==> config.mk <==
export PLATFORM = sky130hd
export DESIGN_NAME = tdd_frame_sched
export DESIGN_NICKNAME = d
export VERILOG_FILES = /design/src/rtl/tdd_pkg.sv /design/src/rtl/tdd_window_cmp.sv /design/src/rtl/tdd_frame_sched.sv
export SDC_FILE = /design/constraint.sdc
export NUM_CORES = 1
export LEC_CHECK = 0
export CAP_MARGIN = 5
export CORE_ASPECT_RATIO = 1.2
export CORE_MARGIN = 3
export CORE_UTILIZATION = 26
export CTS_CLUSTER_DIAMETER = 80
export DETAILED_ROUTE_END_ITERATION = 6
export GPL_TIMING_DRIVEN = 0
export PLACE_DENSITY = 0.43
export SLEW_MARGIN = 20
export SYNTH_ARGS = -nofsm -noshare
export SYNTH_HDL_FRONTEND = slang
export SYNTH_SLANG_ARGS = --single-unit
==> constraint.sdc <==
create_clock -name clk -period 4 [get_ports clk]
set_input_delay 0.6 -clock clk [delete_from_list [all_inputs] [get_ports clk]]
set_output_delay 0.6 -clock clk [all_outputs]
set_load 0.1 [all_outputs]
==> src/rtl/tdd_pkg.sv <==
// tdd_pkg: shared constants and FSM state type for the TDD frame scheduler
package tdd_pkg;
   localparam int CNT_W_DEF = 24;
   localparam int MIN_LEN   = 2;
   typedef enum logic {IDLE, RUN} state_t;
endpackage

==> src/rtl/tdd_window_cmp.sv <==
// tdd_window_cmp: start-inclusive/end-exclusive window test with frame-wrap support
module tdd_window_cmp
   import tdd_pkg::*;
#(
   parameter int W = CNT_W_DEF
) (
   input  logic [W-1:0] s,
   input  logic [W-1:0] e,
   input  logic [W-1:0] c,
   input  logic [W-1:0] len,
   output logic         active
);
   // s > e wraps across the frame boundary; s == e is an empty window
   always_comb active = c < len && (s < e ? c >= s && c < e : s > e && (c >= s || c < e));
endmodule

==> src/rtl/tdd_frame_sched.sv <==
// tdd_frame_sched: TDD frame counter driving rx/tx enables; define TDD_SYNC_EN for external resync
module tdd_frame_sched
   import tdd_pkg::*;
#(
   parameter int CNT_W = CNT_W_DEF
) (
   input  logic             clk,
   input  logic             rst_n,
   input  logic             en,
   input  logic [CNT_W-1:0] frame_len,
   input  logic [CNT_W-1:0] frame_adj,
   input  logic             adj_req,
   input  logic [CNT_W-1:0] rstart,
   input  logic [CNT_W-1:0] rend,
   input  logic [CNT_W-1:0] tstart,
   input  logic [CNT_W-1:0] tend,
   input  logic             sync,
   output logic             ien,
   output logic             oen,
   output logic             tx_rx,
   output logic             frame_start,
   output logic [31:0]      frame_num,
   output logic             adj_pending,
   output logic [CNT_W-1:0] cnt
);
   state_t           state;
   logic [CNT_W-1:0] len_q, rs_q, re_q, ts_q, te_q, adj_q, len_next;
   logic [CNT_W+1:0] sum;
   logic             rx_act, tx_act, sync_hit, boundary, load, stop, act;
`ifdef TDD_SYNC_EN
   assign sync_hit = sync;
`else
   logic unused_sync;
   assign unused_sync = sync;
   assign sync_hit    = 1'b0;
`endif
   // two guard bits keep the signed sum of length and correction exact before clamping
   always_comb begin
      sum      = {2'b00, frame_len} + (adj_pending ? {{2{adj_q[CNT_W-1]}}, adj_q} : '0);
      len_next = sum[CNT_W+1] ? CNT_W'(MIN_LEN) :
                 sum[CNT_W] ? '1 :
                 sum[CNT_W-1:0] < CNT_W'(MIN_LEN) ? CNT_W'(MIN_LEN) : sum[CNT_W-1:0];
   end
   // frame events: boundary closes a frame, load starts one, stop returns to idle
   always_comb begin
      act      = state == RUN && en;
      boundary = act && (cnt == len_q - 1'b1 || sync_hit);
      load     = (state == IDLE && en) || boundary;
      stop     = state == RUN && !en;
   end
   tdd_window_cmp #(.W(CNT_W)) u_rx (.s(rs_q), .e(re_q), .c(cnt), .len(len_q), .active(rx_act));
   tdd_window_cmp #(.W(CNT_W)) u_tx (.s(ts_q), .e(te_q), .c(cnt), .len(len_q), .active(tx_act));
   // frame FSM, shadow registers and registered enables (transmit wins on overlap)
   always_ff @(posedge clk or negedge rst_n) begin
      if (!rst_n) begin
         state       <= IDLE;
         cnt         <= '0;
         len_q       <= '0;
         rs_q        <= '0;
         re_q        <= '0;
         ts_q        <= '0;
         te_q        <= '0;
         adj_q       <= '0;
         adj_pending <= 1'b0;
         frame_num   <= '0;
         ien         <= 1'b0;
         oen         <= 1'b0;
         tx_rx       <= 1'b0;
         frame_start <= 1'b0;
      end else begin
         ien         <= act && rx_act && !tx_act;
         oen         <= act && tx_act;
         tx_rx       <= act && tx_act;
         frame_start <= act && cnt == '0;
         state       <= en ? RUN : IDLE;
         cnt         <= act && !boundary ? cnt + 1'b1 : '0;
         adj_pending <= adj_req || (adj_pending && !load && !stop);
         if (adj_req) adj_q <= frame_adj;
         if (boundary) frame_num <= frame_num + 1'b1;
         if (load) begin
            len_q <= len_next;
            rs_q  <= rstart;
            re_q  <= rend;
            ts_q  <= tstart;
            te_q  <= tend;
         end
      end
   end
endmodule

==> flow_summary.ini, run 1 <==
[worst_setup_path]
crit_fanout = 3
critPathCaptureType = flop
worstPathCellList = buf_8 > and2_1 > ha_2 > inv_1 > fa_2 > nor2b_4 > o31a_1 > a21oi_1 > or4b_4 > or3_4 > nor3_4 > nand4b_1 > nor4_4 > nor2_2 > a221o_1
r2r-start = adj_pending$_DFF_PN0_
slowest_delay_ns = 0.54
critical_path.startpoint = adj_pending$_DFF_PN0_
critical_path_class = flop to flop
slowest_stage = or4b_4
rr_endpoint = len_q[0]$_DFFE_PN0P_
rr_worst_depth = 15
cp.arrival_ns = 4.31
start_kind = flop
crit_required_ns = 4.45
rrSetupSlack_ns = 0.14

[clock_tree]
clock_latency_ns = 0.57
cts_sinks = 205
cts_tree = built
cts.path.max_buffers = 3
clkTransAtPathRegs_ns = 0.06
htree_levels = 1
cts_root_buf = clkbuf_16
cts_buffers = 28

[hold_path]
hp-class = flop to flop
hp-start = frame_num[31]$_DFFE_PN0P_
whs_path_depth = 1
whs_endpoint = frame_num[31]$_DFFE_PN0P_

[die]
rows = 94
fp.dieH_um = 267
initial_core_util = 0.266
die_x_um = 223
fp.dieArea_um2 = 59500
core-area_um2 = 55400
io_pins = 210

[routing]
first_pass_iters = 5
wl_um = 45600
final_antenna_net_count = 0
drt-initial-drc-count = 398
vias_per_cell = 4.73
wl_per_cell_um = 18.0
vias = 11955
drc_errors = 0

[power_and_ir_drop]
vdd_drop_max_uv = 285
p_per_area_nw_per_um2 = 384
power.leakage_nw = 8.63

[global_routing]
grt.total_usage = 0.150
grt_pass1_vias = 12607
grt-busiest-layer = met2
grt.met3_usage = 0.0217
antenna_found_initial = 0
use_met2 = 0.277
grt_pass1_wl_um = 71100
grt_overflow = 0
grt_max_degree = 89
gr-usage-met1 = 0.182

[placed_design]
place_hpwl_um = 35900
port_buffers = 207
place_ws_ns = -0.788
dp_cells = 2473
gp_congestion = 0.851

[sta]
tightestPinTransition_ns = 1.07
rsz0062_at_grt = yes
fmax_mhz = 259
clock_skew_ns = 0.0274
period_minus_slack_ns = 3.86
finalHoldViolCount = 0
period_share = 0.964
timing.slew.headroom = 0.285
slew_violations = 0
finalSetupViolations = 0
setup_ws_ns = 0.144

[synth]
avgSynthCellArea_um2 = 9.54
synth_fp_nets = 1889
syn_inst = 1544
async_flop_share = 1.00
syn-cell-area_um2 = 14700
ys_types = 73
synth-edff-count = 0
yosys_most_used_dff = dfrtp_1
synthTopCellsByArea = dfrtp_1 (35%), ha_1 (17%), mux2_2 (9.3%), xnor2_1 (3.8%), inv_1 (3.7%)
yosys_warnings = 0
synth_top_cell_area_share = 0.348
synth_seq_area_share = 0.348
ys_ff_latch = 205
yosys.area.top_type = dfrtp_1

[cells_and_area]
fin_nets = 2132
stdcell_count = 2527
num_antenna_cells = 0
drive_gt1_frac = 0.127
syn_to_final_growth_pct = 28.5

[flow_run]
maxCapViolCount = 0

[status]
status = finished, final reports clean
placed cells by master (no fill, tap or decap), drive strengths merged, types with 62 or more instances in the layout:
cell type / instances
a21oi: 62
clkbuf: 69
clkdlybuf4s50: 206
dfrtp: 205
ha: 195
inv: 146
mux2: 122
nand2: 91
nor2: 113
o21ai: 76
xnor2: 64
stage by stage:
| stage | hold slack [ns] | area (um2) | setup TNS [ns] | utilization | total power, mW |
|---|---|---|---|---|---|
| CTS | 0.476 | 18800 | -0.0254 | 0.339 | 7.38 |
| global route | 0.512 | 18900 | -0.103 | 0.342 | 7.78 |
| finish | 0.477 | 18900 | 0 | 0.342 | 7.27 |
| detailed placement | 0.468 | 17800 | -59.68 | 0.321 | 4.68 |
| floorplan | 0.304 | 14700 | 0 | - | 3.97 |
| global placement | 0.461 | 17700 | -1527.78 | 0.319 | 4.63 |
power by group:
group	switching, mW	total [mW]	internal [mW]	leakage, nW
sequential	0.235	2.55	2.32	2.52
combinational	1.14	2.13	0.986	5.65
clock	1.01	2.59	1.57	0.455
layout make-up:
cell class	instances	area (um2)
plain buffers	46	223
fillers	5723	36500
flip-flops and latches	205	5130
inverters	144	541
multi-input cells	1147	8980
well taps	720	901
clock inverters	12	156
repair buffers	215	2190
clock buffers	38	790
cells by family after synthesis:
family          Yosys count  share of synthesized area
flops                   205                      0.348
fa+ha+maj               196                      0.167
compound gates          274                      0.120
mux                     122                     0.0933
simple gates            453                      0.160
buf+inv                 192                     0.0502
xor+xnor                102                     0.0607
state kept, by name (all words and copies together) (netlist names), 24 cells and up:
| name | flops |
|---|---|
| frame_num | 32 |
| cnt | 24 |
| re_q | 24 |
| ts_q | 24 |
| te_q | 24 |
| adj_q | 24 |
| rs_q | 24 |
| len_q | 24 |
metal layers:
layer,part of all wire,up-vias
met3,0.037,47
met1,0.44,5717
li1,-,5989
met2,0.50,202
met5,0,-
met4,0.022,0
worst max-delay path, delay by kind of cell (launching register included):
kind,cells,cell delay [ns]
buffers and inverters,2,0.19
and+or+nand+nor,8,1.98
DFF,1,0.44
adders and majority gates,2,0.60
AOI/OAI and AO/OA,3,0.52
how the worst max path moves through the flow:
stage / endpoint / slack [ns] / depth (start not counted)
2_1_floorplan: len_q[0]$_DFFE_PN0P_ / 0.03 / 15
3_3_place_gp: adj_pending$_DFF_PN0_ / -8.01 / 1
3_5_place_dp: len_q[0]$_DFFE_PN0P_ / -0.79 / 15
4_1_cts: len_q[0]$_DFFE_PN0P_ / -0.03 / 15
5_1_grt: len_q[1]$_DFFE_PN0P_ / -0.04 / 14
6_report: len_q[0]$_DFFE_PN0P_ / 0.14 / 15
cells in the mapped netlist (8+ instances only):
| cell type | count |
|---|---|
| dfrtp_1 | 205 |
| o21a_1 | 14 |
| o211ai_1 | 12 |
| xnor2_1 | 64 |
| nand2b_1 | 9 |
| nor3_1 | 29 |
| o21ai_0 | 75 |
| a211oi_1 | 12 |
| nor2_1 | 113 |
| and3_1 | 17 |
| and2_1 | 26 |
| mux2_2 | 122 |
| buf_2 | 12 |
| a21o_1 | 39 |
| xor2_1 | 38 |
| nor2b_1 | 19 |
| or3_1 | 8 |
| nand3_1 | 39 |
| clkbuf_1 | 31 |
| ha_1 | 195 |
| nand2_1 | 90 |
| nand4_1 | 38 |
| nor4_1 | 24 |
| a21oi_1 | 62 |
| inv_1 | 144 |
what timing repair did:
item | 4_1_cts | 5_1_grt
buffers inserted | 1 | 4
gates resized for setup | 15 | 27
endpoints found under the setup margin | 125 | 120
hold buffers | 1 | 0
endpoints found under the hold margin | 37 | 0
pin swaps | 2 | 5
cloned | 0 | 0
No activity file was read; power rests on OpenSTA's default activity.
==> run 2: changes to the inputs <==
clock period = 4.2 ns   (was 4 ns; I/O delays follow)
==> flow_summary.ini, run 2 (synthesis gave the netlist of run 1 again) <==
[global_routing]
grt_overflow = 0
grt_pass1_wl_um = 71000
grt.total_usage = 0.150
grt_pass1_vias = 12601
antenna_found_initial = 0
grt_max_degree = 89

[power_and_ir_drop]
p_sw_mw = 2.26
cellInternalPower_mw = 4.63
p_per_area_nw_per_um2 = 367
vdd_drop_max_uv = 274
seq_power_share = 0.352
p_clk_frac = 0.357
power.leakage_nw = 8.59
power_frac_comb = 0.291
switching_share = 0.328
p_total_mw = 6.90

[cells_and_area]
drive_gt1_frac = 0.118
top_register = frame_num
syn_to_final_growth_pct = 27.8
utilization = 0.340
fin_nets = 2130
largest_reg_flops = 32
num_antenna_cells = 0
final_common_cell = clkdlybuf4s50_1
fin_area_um2 = 18800
final_cell_mix = clkdlybuf4s50_1 (206), dfrtp_1 (204), ha_1 (195)

[clock_tree]
clock_latency_ns = 0.57
cts_sinks = 205
cts.path.max_buffers = 3
clkTransAtPathRegs_ns = 0.06
cts_root_buf = clkbuf_16
htree_levels = 1
cts_buffers = 28
cts_tree = built

[placed_design]
gp_congestion = 0.851
place_hpwl_um = 35900
port_buffers = 207
placed_area_um2 = 17800

[sta]
finalSetupViolations = 0
tightestPinTransition_ns = 1.07
slew_violations = 0
rsz0062_at_grt = no
setup_tns_ns = 0
timing.slew.headroom = 0.285
finalHoldViolCount = 0
period_minus_slack_ns = 3.95
fmax_mhz = 253
period_share = 0.940
clock_skew_ns = 0.0292
hold_slack_ns = 0.478

[routing]
vias = 11913
drc_errors = 0
vias_per_cell = 4.72
wl_um = 45500
final_antenna_net_count = 0
wl_per_cell_um = 18.0
first_pass_iters = 4
drt-initial-drc-count = 413

[worst_setup_path]
crit_required_ns = 4.65
worstPathCellList = buf_6 > and2_1 > ha_1 > inv_1 > fa_1 > nor2b_2 > o31a_1 > a21oi_1 > or4b_2 > or3_1 > nor3_2 > nand4b_1 > nor4_4 > nor2_1 > a221o_1
slowest_stage = or4b_2
crit_buf_inv = 2
cp.arrival_ns = 4.40
crit_family = simple AND/OR/NAND/NOR gates
slowest_delay_ns = 0.67
critPathCaptureType = flop
crit_fanout = 10
critical_path_class = flop to flop
start_kind = flop

[die]
fp.dieH_um = 267
rows = 94
initial_core_util = 0.266
fp.dieArea_um2 = 59500
core-area_um2 = 55400
die_x_um = 223
io_pins = 210

[status]
status = finished, final reports clean

[hold_path]
hp-class = flop to flop

[flow_run]
maxCapViolCount = 0
-- run 2: what timing repair did --
item / in CTS / in global routing
hold buffers: 1 / 0
pin swaps: 1 / 3
endpoints found under the setup margin: 110 / 105
resized for setup: 7 / 11
hold endpoints to repair: 37 / 0
setup buffers: 1 / 1
cloned: 0 / 0
-- run 2: layout make-up --
cell class,instances,area [um2]
plain buffers,47,211
clock buffers,38,790
clock inverters,12,156
fillers,5729,36600
inverters,144,541
multi-input cells,1147,8920
flip-flops and latches,205,5130
well taps,720,901
repair buffers,212,2160
-- run 2: stage by stage --
stage / cells / setup slack, ns
5_1_grt: 2525 / 0.0136
2_1_floorplan: 1544 / 0.228
3_5_place_dp: 2473 / -0.588
3_3_place_gp: 2471 / -7.84
6_report: 2525 / 0.251
4_1_cts: 2525 / 0.0128
-- run 2: final timing paths --
check	end	slack, ns	from	cells past startpoint
setup reg to reg	len_q[0]$_DFFE_PN0P_	0.25	adj_pending$_DFF_PN0_	15
max in group asynchronous	ts_q[8]$_DFFE_PN0P_	2.83	rst_n	3
setup / recovery	len_q[0]$_DFFE_PN0P_	0.25	adj_pending$_DFF_PN0_	15
min in group asynchronous	adj_q[2]$_DFFE_PN0P_	0.52	rst_n	2
hold reg to reg	frame_num[31]$_DFFE_PN0P_	0.48	frame_num[31]$_DFFE_PN0P_	1
hold / removal	frame_num[31]$_DFFE_PN0P_	0.48	frame_num[31]$_DFFE_PN0P_	1
-- run 2: routing by layer --
metal | routed length, um | up-vias | track usage
met2 | 23000 | 185 | 0.278
met5 | 0 | - | 0
met4 | 1060 | 0 | 0.0387
met3 | 1700 | 50 | 0.0213
li1 | - | 5983 | -
met1 | 19800 | 5695 | 0.182
-- run 2: power groups by stage --
stage | combinational, mW | clock (mW) | sequential (mW)
2_1_floorplan | 1.37 | 0 | 2.41
3_3_place_gp | 1.95 | 0 | 2.46
3_5_place_dp | 2.00 | 0 | 2.46
4_1_cts | 2.02 | 2.57 | 2.42
5_1_grt | 2.28 | 2.65 | 2.46
6_report | 2.01 | 2.46 | 2.42
==> run 3: changes to the inputs <==
CAP_MARGIN = 10   (was 5)
CORE_UTILIZATION = 53   (was 26)
PLACE_DENSITY = 0.77   (was 0.43)
==> flow_summary.ini, run 3 (synthesis gave the netlist of run 1 again) <==
[die]
die_x_um = 158
initial_core_util = 0.540
core-area_um2 = 27300
fp.dieH_um = 189
rows = 66
fp.dieArea_um2 = 29800
io_pins = 210

[cells_and_area]
multiInputGateArea_um2 = 8920
stdcell_count = 2136
top_register = frame_num
drive_gt1_frac = 0.114
fin_area_um2 = 18100
final_cell_mix = clkdlybuf4s50_1 (206), dfrtp_1 (204), ha_1 (195)
fin_nets = 2124
final_common_cell = clkdlybuf4s50_1
regArea_um2 = 5130
largest_reg_flops = 32
num_antenna_cells = 0
syn_to_final_growth_pct = 22.9
fillers = 2198

[routing]
wl_per_cell_um = 17.8
first_pass_iters = 4
drt-initial-drc-count = 569
vias = 12136
drc_errors = 0
final_antenna_net_count = 0
vias_per_cell = 5.68
wl_um = 38100

[power_and_ir_drop]
p_total_mw = 6.36
p_per_area_nw_per_um2 = 351
vdd_drop_max_uv = 313
power.leakage_nw = 8.49

[global_routing]
grt_overflow = 0
antenna_found_initial = 1
grt_pass1_vias = 12503
grt_pass1_wl_um = 61900
grt.total_usage = 0.253
grt_max_degree = 83

[sta]
rsz0062_at_grt = no
tightestPinTransition_ns = 1.05
finalHoldViolCount = 0
clock_skew_ns = 0.00694
fmax_mhz = 252
setup_tns_ns = 0
finalSetupViolations = 0
period_share = 0.946
slew_violations = 0
hold_slack_ns = 0.00327
period_minus_slack_ns = 3.97
timing.slew.headroom = 0.301

[worst_setup_path]
critPathCaptureType = flop
rr_endpoint = len_q[0]$_DFFE_PN0P_
r2r-start = adj_pending$_DFF_PN0_
critical_path_class = flop to flop
critical_path.startpoint = adj_pending$_DFF_PN0_
crit_fanout = 10
cp.arrival_ns = 4.37
rrSetupSlack_ns = 0.23
start_kind = flop
crit_required_ns = 4.60
rr_worst_depth = 15

[placed_design]
gp_congestion = 0.901
port_buffers = 207
placed_area_um2 = 17300
dp_cells = 2093
place_hpwl_um = 29800

[clock_tree]
cts_root_buf = clkbuf_16
cts_buffers = 23
clkTransAtPathRegs_ns = 0.06
clock_latency_ns = 0.52
cts_sinks = 205
cts.path.max_buffers = 3
htree_levels = 1
cts_tree = built

[hold_path]
hp-class = input pin to asynchronous set/reset pin

[status]
status = finished, final reports clean

[flow_run]
maxCapViolCount = 0
run 3: cell types whose count changed in the layout (fill, tap and decap cells not counted):
cell           change
clkinv_4           -1
clkbuf_1           -1
clkbuf_8           +1
clkinvlp_4         -3
clkbuf_2           +3
clkinv_2           +3
dlygate4sd3_1      -1
buf_2              +1
clkbuf_16          -6
inv_8              -1
nor3_1             +1
buf_6              -2
bufinv_16          -2
nor3_2             -1
run 3: worst max path at each step:
stage / end / slack, ns / depth (start not counted)
after floorplan: len_q[0]$_DFFE_PN0P_ / 0.23 / 15
after global placement: adj_pending$_DFF_PN0_ / -6.81 / 1
after detailed placement: len_q[0]$_DFFE_PN0P_ / -0.39 / 14
after CTS: len_q[0]$_DFFE_PN0P_ / 0.01 / 15
after global routing: len_q[0]$_DFFE_PN0P_ / 0.03 / 15
final: len_q[0]$_DFFE_PN0P_ / 0.23 / 15
run 3: worst max-delay path, stage by stage (launching register included):
cell and delay (ns):
dfrtp_2 0.41, buf_4 0.19, and2_1 0.14, ha_1 0.19
inv_1 0.07, fa_1 0.42, nor2b_2 0.16, o31a_1 0.19
a21oi_1 0.07, or4b_2 0.67, or3_1 0.31, nor3_1 0.18
nand4b_1 0.21, nor4_4 0.22, nor2_1 0.10, a221o_1 0.30
run 3: where the power goes:
group,internal [mW],switching [mW]
Combinational,0.925,1.07
Sequential,2.21,0.207
Clock,1.14,0.803
run 3: cell type report:
type                    instances  share of cell area
multi-input cells            1147               0.493
flip-flops and latches        205               0.284
repair buffers                210               0.118
clock buffers                  34              0.0363
inverters                     144              0.0299
well taps                     340              0.0235
plain buffers                  48              0.0115
clock inverters                 8             0.00380
run 3: timing repair:
item | CTS | global route
pin swaps | 0 | 2
hold buffers | 0 | 0
resized for setup | 6 | 14
endpoints found under the setup margin | 87 | 160
setup buffers | 0 | 1
run 3: per-layer routing:
layer / GRT usage / vias to the layer above / share of wire
met3: 0.0374 / 74 / 0.057
li1: - / 5989 / -
met2: 0.440 / 322 / 0.48
met1: 0.326 / 5749 / 0.43
met4: 0.0732 / 2 / 0.030
met5: 0 / - / 0.00032
run 3: per-stage QoR:
stage / setup slack (ns) / util
after floorplan: 0.228 / -
after global placement: -6.81 / 0.632
after detailed placement: -0.390 / 0.634
after CTS: 0.0109 / 0.662
after global routing: 0.0289 / 0.664
final: 0.229 / 0.664
